`src/rtl/mips_pkg.sv`:
```
// Shared datapath constants and types for the write-back stage and register file.
package mips_pkg;

    localparam int DATA_W = 32;
    localparam int NREGS  = 32;
    localparam int ADDR_W = 5;

    typedef logic [ADDR_W-1:0] reg_idx_t;
    typedef logic [DATA_W-1:0] word_t;

    localparam reg_idx_t REG_ZERO = '0;

endpackage

```
`src/rtl/regfile_2r1w.sv`:
```
// Two-read, one-write register file with a hardwired zero register and a
// same-cycle write-to-read bypass so ID sees the value being committed.
module regfile_2r1w
    import mips_pkg::*;
#(
    parameter int DW    = 32,
    parameter int AW    = 5,
    parameter int NR    = 32
) (
    input  logic          clk,
    input  logic          reset_i,
    input  logic          we_i,
    input  logic [AW-1:0] waddr_i,
    input  logic [DW-1:0] wdata_i,
    input  logic [AW-1:0] raddr_a_i,
    input  logic [AW-1:0] raddr_b_i,
    output logic [DW-1:0] rdata_a_o,
    output logic [DW-1:0] rdata_b_o
);

    logic [DW-1:0] regs_q [NR];
    logic [AW-1:0] raddr [2];
    logic [DW-1:0] rdata [2];

    // Entry 0 is never written, so it stays at its reset value of zero.
    always_ff @(posedge clk) begin
        if (reset_i) begin
            for (int i = 0; i < NR; i++) begin
                regs_q[i] <= '0;
            end
        end else if (we_i && (waddr_i != AW'(REG_ZERO))) begin
            regs_q[waddr_i] <= wdata_i;
        end
    end

    assign raddr[0]  = raddr_a_i;
    assign raddr[1]  = raddr_b_i;
    assign rdata_a_o = rdata[0];
    assign rdata_b_o = rdata[1];

    genvar gi;
    generate
        for (gi = 0; gi < 2; gi++) begin : g_port
            assign rdata[gi] = (raddr[gi] == AW'(REG_ZERO))           ? '0      :
                               (we_i && (raddr[gi] == waddr_i))        ? wdata_i :
                                                                         regs_q[raddr[gi]];
        end
    endgenerate

endmodule

```
`src/rtl/wb_stage_regfile.sv`:
```
// Write-back stage: picks load vs ALU data, commits it to the register file,
// drives the forwarding bus and counts retired register writes.
module wb_stage_regfile
    import mips_pkg::*;
#(
    parameter int DATA_W = mips_pkg::DATA_W,
    parameter int NREGS  = mips_pkg::NREGS,
    parameter int ADDR_W = mips_pkg::ADDR_W,
    parameter int CNT_W  = 32
) (
    input  logic              clk,
    input  logic              reset,
    input  logic              MemtoReg_in,
    input  logic              RegWrite_in,
    input  logic [DATA_W-1:0] data_out_in,
    input  logic [DATA_W-1:0] alu_out_in,
    input  logic [ADDR_W-1:0] rd_in,
    input  logic [ADDR_W-1:0] rs_addr,
    input  logic [ADDR_W-1:0] rt_addr,
    output logic [DATA_W-1:0] rs_data,
    output logic [DATA_W-1:0] rt_data,
    output logic              wb_en,
    output logic [ADDR_W-1:0] wb_rd,
    output logic [DATA_W-1:0] wb_data,
    output logic [CNT_W-1:0]  retired_cnt
);

    logic [CNT_W-1:0] cnt_q;
    logic [CNT_W-1:0] cnt_d;

    assign wb_data = MemtoReg_in ? data_out_in : alu_out_in;
    assign wb_en   = RegWrite_in && (rd_in != ADDR_W'(REG_ZERO));
    assign wb_rd   = rd_in;

    // Wraps silently; software reading it is expected to handle rollover.
    assign cnt_d       = wb_en ? cnt_q + CNT_W'(1) : cnt_q;
    assign retired_cnt = cnt_q;

    always_ff @(posedge clk) begin
        if (reset) begin
            cnt_q <= '0;
        end else begin
            cnt_q <= cnt_d;
        end
    end

    regfile_2r1w #(
        .DW (DATA_W),
        .AW (ADDR_W),
        .NR (NREGS)
    ) u_regfile (
        .clk       (clk),
        .reset_i   (reset),
        .we_i      (wb_en),
        .waddr_i   (rd_in),
        .wdata_i   (wb_data),
        .raddr_a_i (rs_addr),
        .raddr_b_i (rt_addr),
        .rdata_a_o (rs_data),
        .rdata_b_o (rt_data)
    );

endmodule

```
`config.mk`:
```
export PLATFORM = sky130hd
export DESIGN_NAME = wb_stage_regfile
export DESIGN_NICKNAME = d
export VERILOG_FILES = /design/src/rtl/mips_pkg.sv /design/src/rtl/regfile_2r1w.sv /design/src/rtl/wb_stage_regfile.sv
export SDC_FILE = /design/constraint.sdc
export NUM_CORES = 2
export LEC_CHECK = 0
export BUFFER_PORTS_ARGS = -buffer_cell sky130_fd_sc_hd__buf_2
export CAP_MARGIN = 0
export CORE_MARGIN = 5
export CORE_UTILIZATION = 31
export CTS_CLUSTER_DIAMETER = 120
export DETAILED_ROUTE_END_ITERATION = 16
export PLACE_DENSITY = 0.56
export REMOVE_ABC_BUFFERS = 1
export SLEW_MARGIN = 10
export SYNTH_ARGS = -nofsm -noshare
export SYNTH_HDL_FRONTEND = slang
export SYNTH_SLANG_ARGS = --single-unit
```
`constraint.sdc`:
```
create_clock -name clk -period 4.6 [get_ports clk]
set_clock_uncertainty 0.1 [all_clocks]
set_input_delay 0.92 -clock clk [delete_from_list [all_inputs] [get_ports clk]]
set_output_delay 0.92 -clock clk [all_outputs]
set_load 0.03 [all_outputs]
```
==> run summary <==
Sequential area share after synthesis: 57.42%
Reg clk slew, reported paths: 60 ps
CTS tree: done
Critical Path Source Type: input port
Non-filler instance count after layout: 6,561
VDD IR max: 269.2 uV
Core area: 0.1757 mm2
Dpl ws: -24.78 ps
Register Area: 0.03139 mm2
Clk_lat worst skew: 720 ps
Ys Warns: 0
Post-synth EDFFs: 1,024
CP Class: in -> out
Setup WS post-layout: 40.80 ps
Die footprint: 0.1849 mm2
Switching portion of total power: 26.94%
Critical path buffers and inverters: 4
Total global routing overflow: 0
Initial antenna violation count: 4
Root Driver: clkbuf_16
Worst EP arrival: 3540 ps
Synth async-reset ratio: 0%
GRT Max-Usage Layer: met2
CP max stage cell: mux4_2
WL final: 207.1 mm
GRT Total Usage: 21.80%
Drt pass-1 iters: 5
Filler instances: 16,690
Grt met1 use: 27.11%
Worst Tran Pin Value: 863.3 ps
Max_slew headroom: 42.45%
Post-DP Area: 0.06056 mm2
Synth-to-layout area growth: 17.48%
Cell total after placement: 6,352
Status: finished clean
DR WL/cell: 31.57 um
Fin. max-slew vios: 0
Width of the die: 430.0 um
Leak pwr: 22.64 nW
Comb pwr share: 15.2%
Clk sinks: 1,056
Max H-tree Level: 3
Cell row count: 154
Drt first-iter violations: 5,161
Final min period: 4559 ps
Fin nets: 4,213
Worst Setup End Kind: primary output
Ant. Diodes: 0
Post-synthesis cell count: 3,874
Global-route wire length before repair: 290.3 mm
Vias/cell: 5.783
FMAX: 0.2193 GHz
Max_cap viols: 0
Top_reg_cell synth: edfxtp_1
Vias: 37,940
GP Congestion: 0.8505
Worst R2R Setup Slack: 2340 ps
Final Cell Area: 0.06423 mm2
WP data required: 3580 ps
Dpl hpwl: 129.6 mm
Hold Path Class: reg -> reg
Crit-path most repeated cell: mux4_2
Flop pwr share: 46.9%
Distinct cell type count after synthesis: 46
Mapped cell area: 0.05467 mm2
CTS Hold Bufs: 0
Crit path max-delay family: multiplexers
Crit-path max FO: 20
Flops & latches, synth: 1,056
Multi-input gate area: 0.02194 mm2
Routed Antenna Nets: 0
Clock power share: 37.9%
CTS buffer count: 115
Met3 usage: 4.312%
Fin. Hold Viols: 0
# port buffers: 216
Final setup fails: 0
Internal power consumption: 17.64 mW
Sw power: 6.505 mW
CP cell instances: buf_8 -> buf_12 -> buf_4 -> mux4_2 -> mux4_2 -> a22oi_1 -> nand2_1 -> buf_2
Overall Power: 24.14 mW
PD cells: 375.9 mW/mm2
Top Ports: 217
Vias in the first global route: 37,990
Final worst path period share: 99.11%
GR Util met2: 36.10%
Largest net degree at the start of global routing: 51
DRC: 0
Avg Inst Size Synth: 14.11 um2
Max incr delay on CP: 610 ps
Starting Density: 31.11%
Layout cells sized above 1: 30.85%
Die height: 430.0 um
CTS Buffer Depth: 3
Fin Hold WS: 402.9 ps
RSZ-0062 raised after global routing: no
[worst paths after layout]
check,start,end,cells after the start
hold reg to reg,retired_cnt[9]$_SDFFE_PP0P_,retired_cnt[9]$_SDFFE_PP0P_,2
setup reg to reg,retired_cnt[3]$_SDFFE_PP0P_,retired_cnt[20]$_SDFFE_PP0P_,6
hold / removal,retired_cnt[9]$_SDFFE_PP0P_,retired_cnt[9]$_SDFFE_PP0P_,2
setup / recovery,rs_addr[0],rs_data[3],8
[logic make-up (layout without fill, tap and decap cells)]
group           after synthesis  count (layout)  synth area share, %
simple gates               1318            1318                9.692
flops                      1056            1056                57.42
mux                         702             702                24.48
buf+inv                     447             763                3.792
compound gates              315             315                4.046
xor+xnor                     34              34               0.5447
fa+ha+maj                     1               1              0.02288
other cells                   1              32             0.006859
[worst min-delay path, delay by kind of cell (launching register included)]
family	cells	cell delay, ps
compound gates	2	130
flops	1	320
[through the flow]
| step | TNS (ps) | util [%] |
|---|---|---|
| final | 0 | 36.55 |
| after detailed placement | -54.52 | 34.46 |
| after CTS | 0 | 36.54 |
| after floorplan | 0 | - |
| after global routing | 0 | 36.55 |
| after global placement | -61.09 | 34.46 |
[synthesized netlist by cell type (all sizes together) (32+ instances only)]
library cell  number  area share (%)
mux4             508              21
clkbuf           266             1.8
dfxtp             32             1.2
a21oi             65            0.60
o21ai             43            0.40
nand2b            33            0.38
a22oi             47            0.65
nor2            1038             7.1
inv               43            0.30
buf              138             1.7
mux2i            194             3.6
a211oi            47            0.65
nand2            144            0.99
edfxtp          1024              56
a221oi            59            0.95
[routing by layer]
metal | part of all wire, % | up-vias
li1 | - | 15300
met1 | 36 | 19740
met4 | 5.9 | 4
met3 | 9.5 | 504
met5 | 0.013 | -
met2 | 48 | 2398
[layout make-up]
class | instances | area share, %
clock inverter | 69 | 0.9624
timing repair buffer | 511 | 6.501
sequential | 1056 | 48.87
clock buffer | 140 | 4.693
inverter | 43 | 0.2552
tap | 2340 | 4.559
multi-input combinational | 2402 | 34.16
[power by group through the flow]
stage	Clock [mW]	Sequential [mW]	Combinational (mW)
after floorplan	0	11.4	1.81
final	9.15	11.3	3.68
after CTS	9.25	11.3	3.64
after global routing	9.66	11.4	3.79
after detailed placement	0	11.5	3.63
after global placement	0	11.5	3.62
[what timing repair did]
action	in CTS	in global routing
gates resized for setup	3	6
setup endpoints to repair	3	6
setup buffers	0	0
[placed cells by master, fill, tap and decap left out, types with 40 or more instances in the layout]
cell / instances
mux2i_1: 162
edfxtp_1: 1024
buf_12: 65
o21ai_0: 41
inv_1: 40
buf_4: 233
a221oi_1: 58
nor2_1: 1035
clkbuf_16: 117
mux4_2: 508
buf_2: 206
a22oi_1: 45
nand2_1: 113
a21oi_1: 64
a211oi_1: 45
[registers in the layout (all words and copies together), names as in the netlist]
register          flops
retired_cnt          32
u_regfile.regs_q   1024
Note: power is estimated with default switching activity, not from simulation.
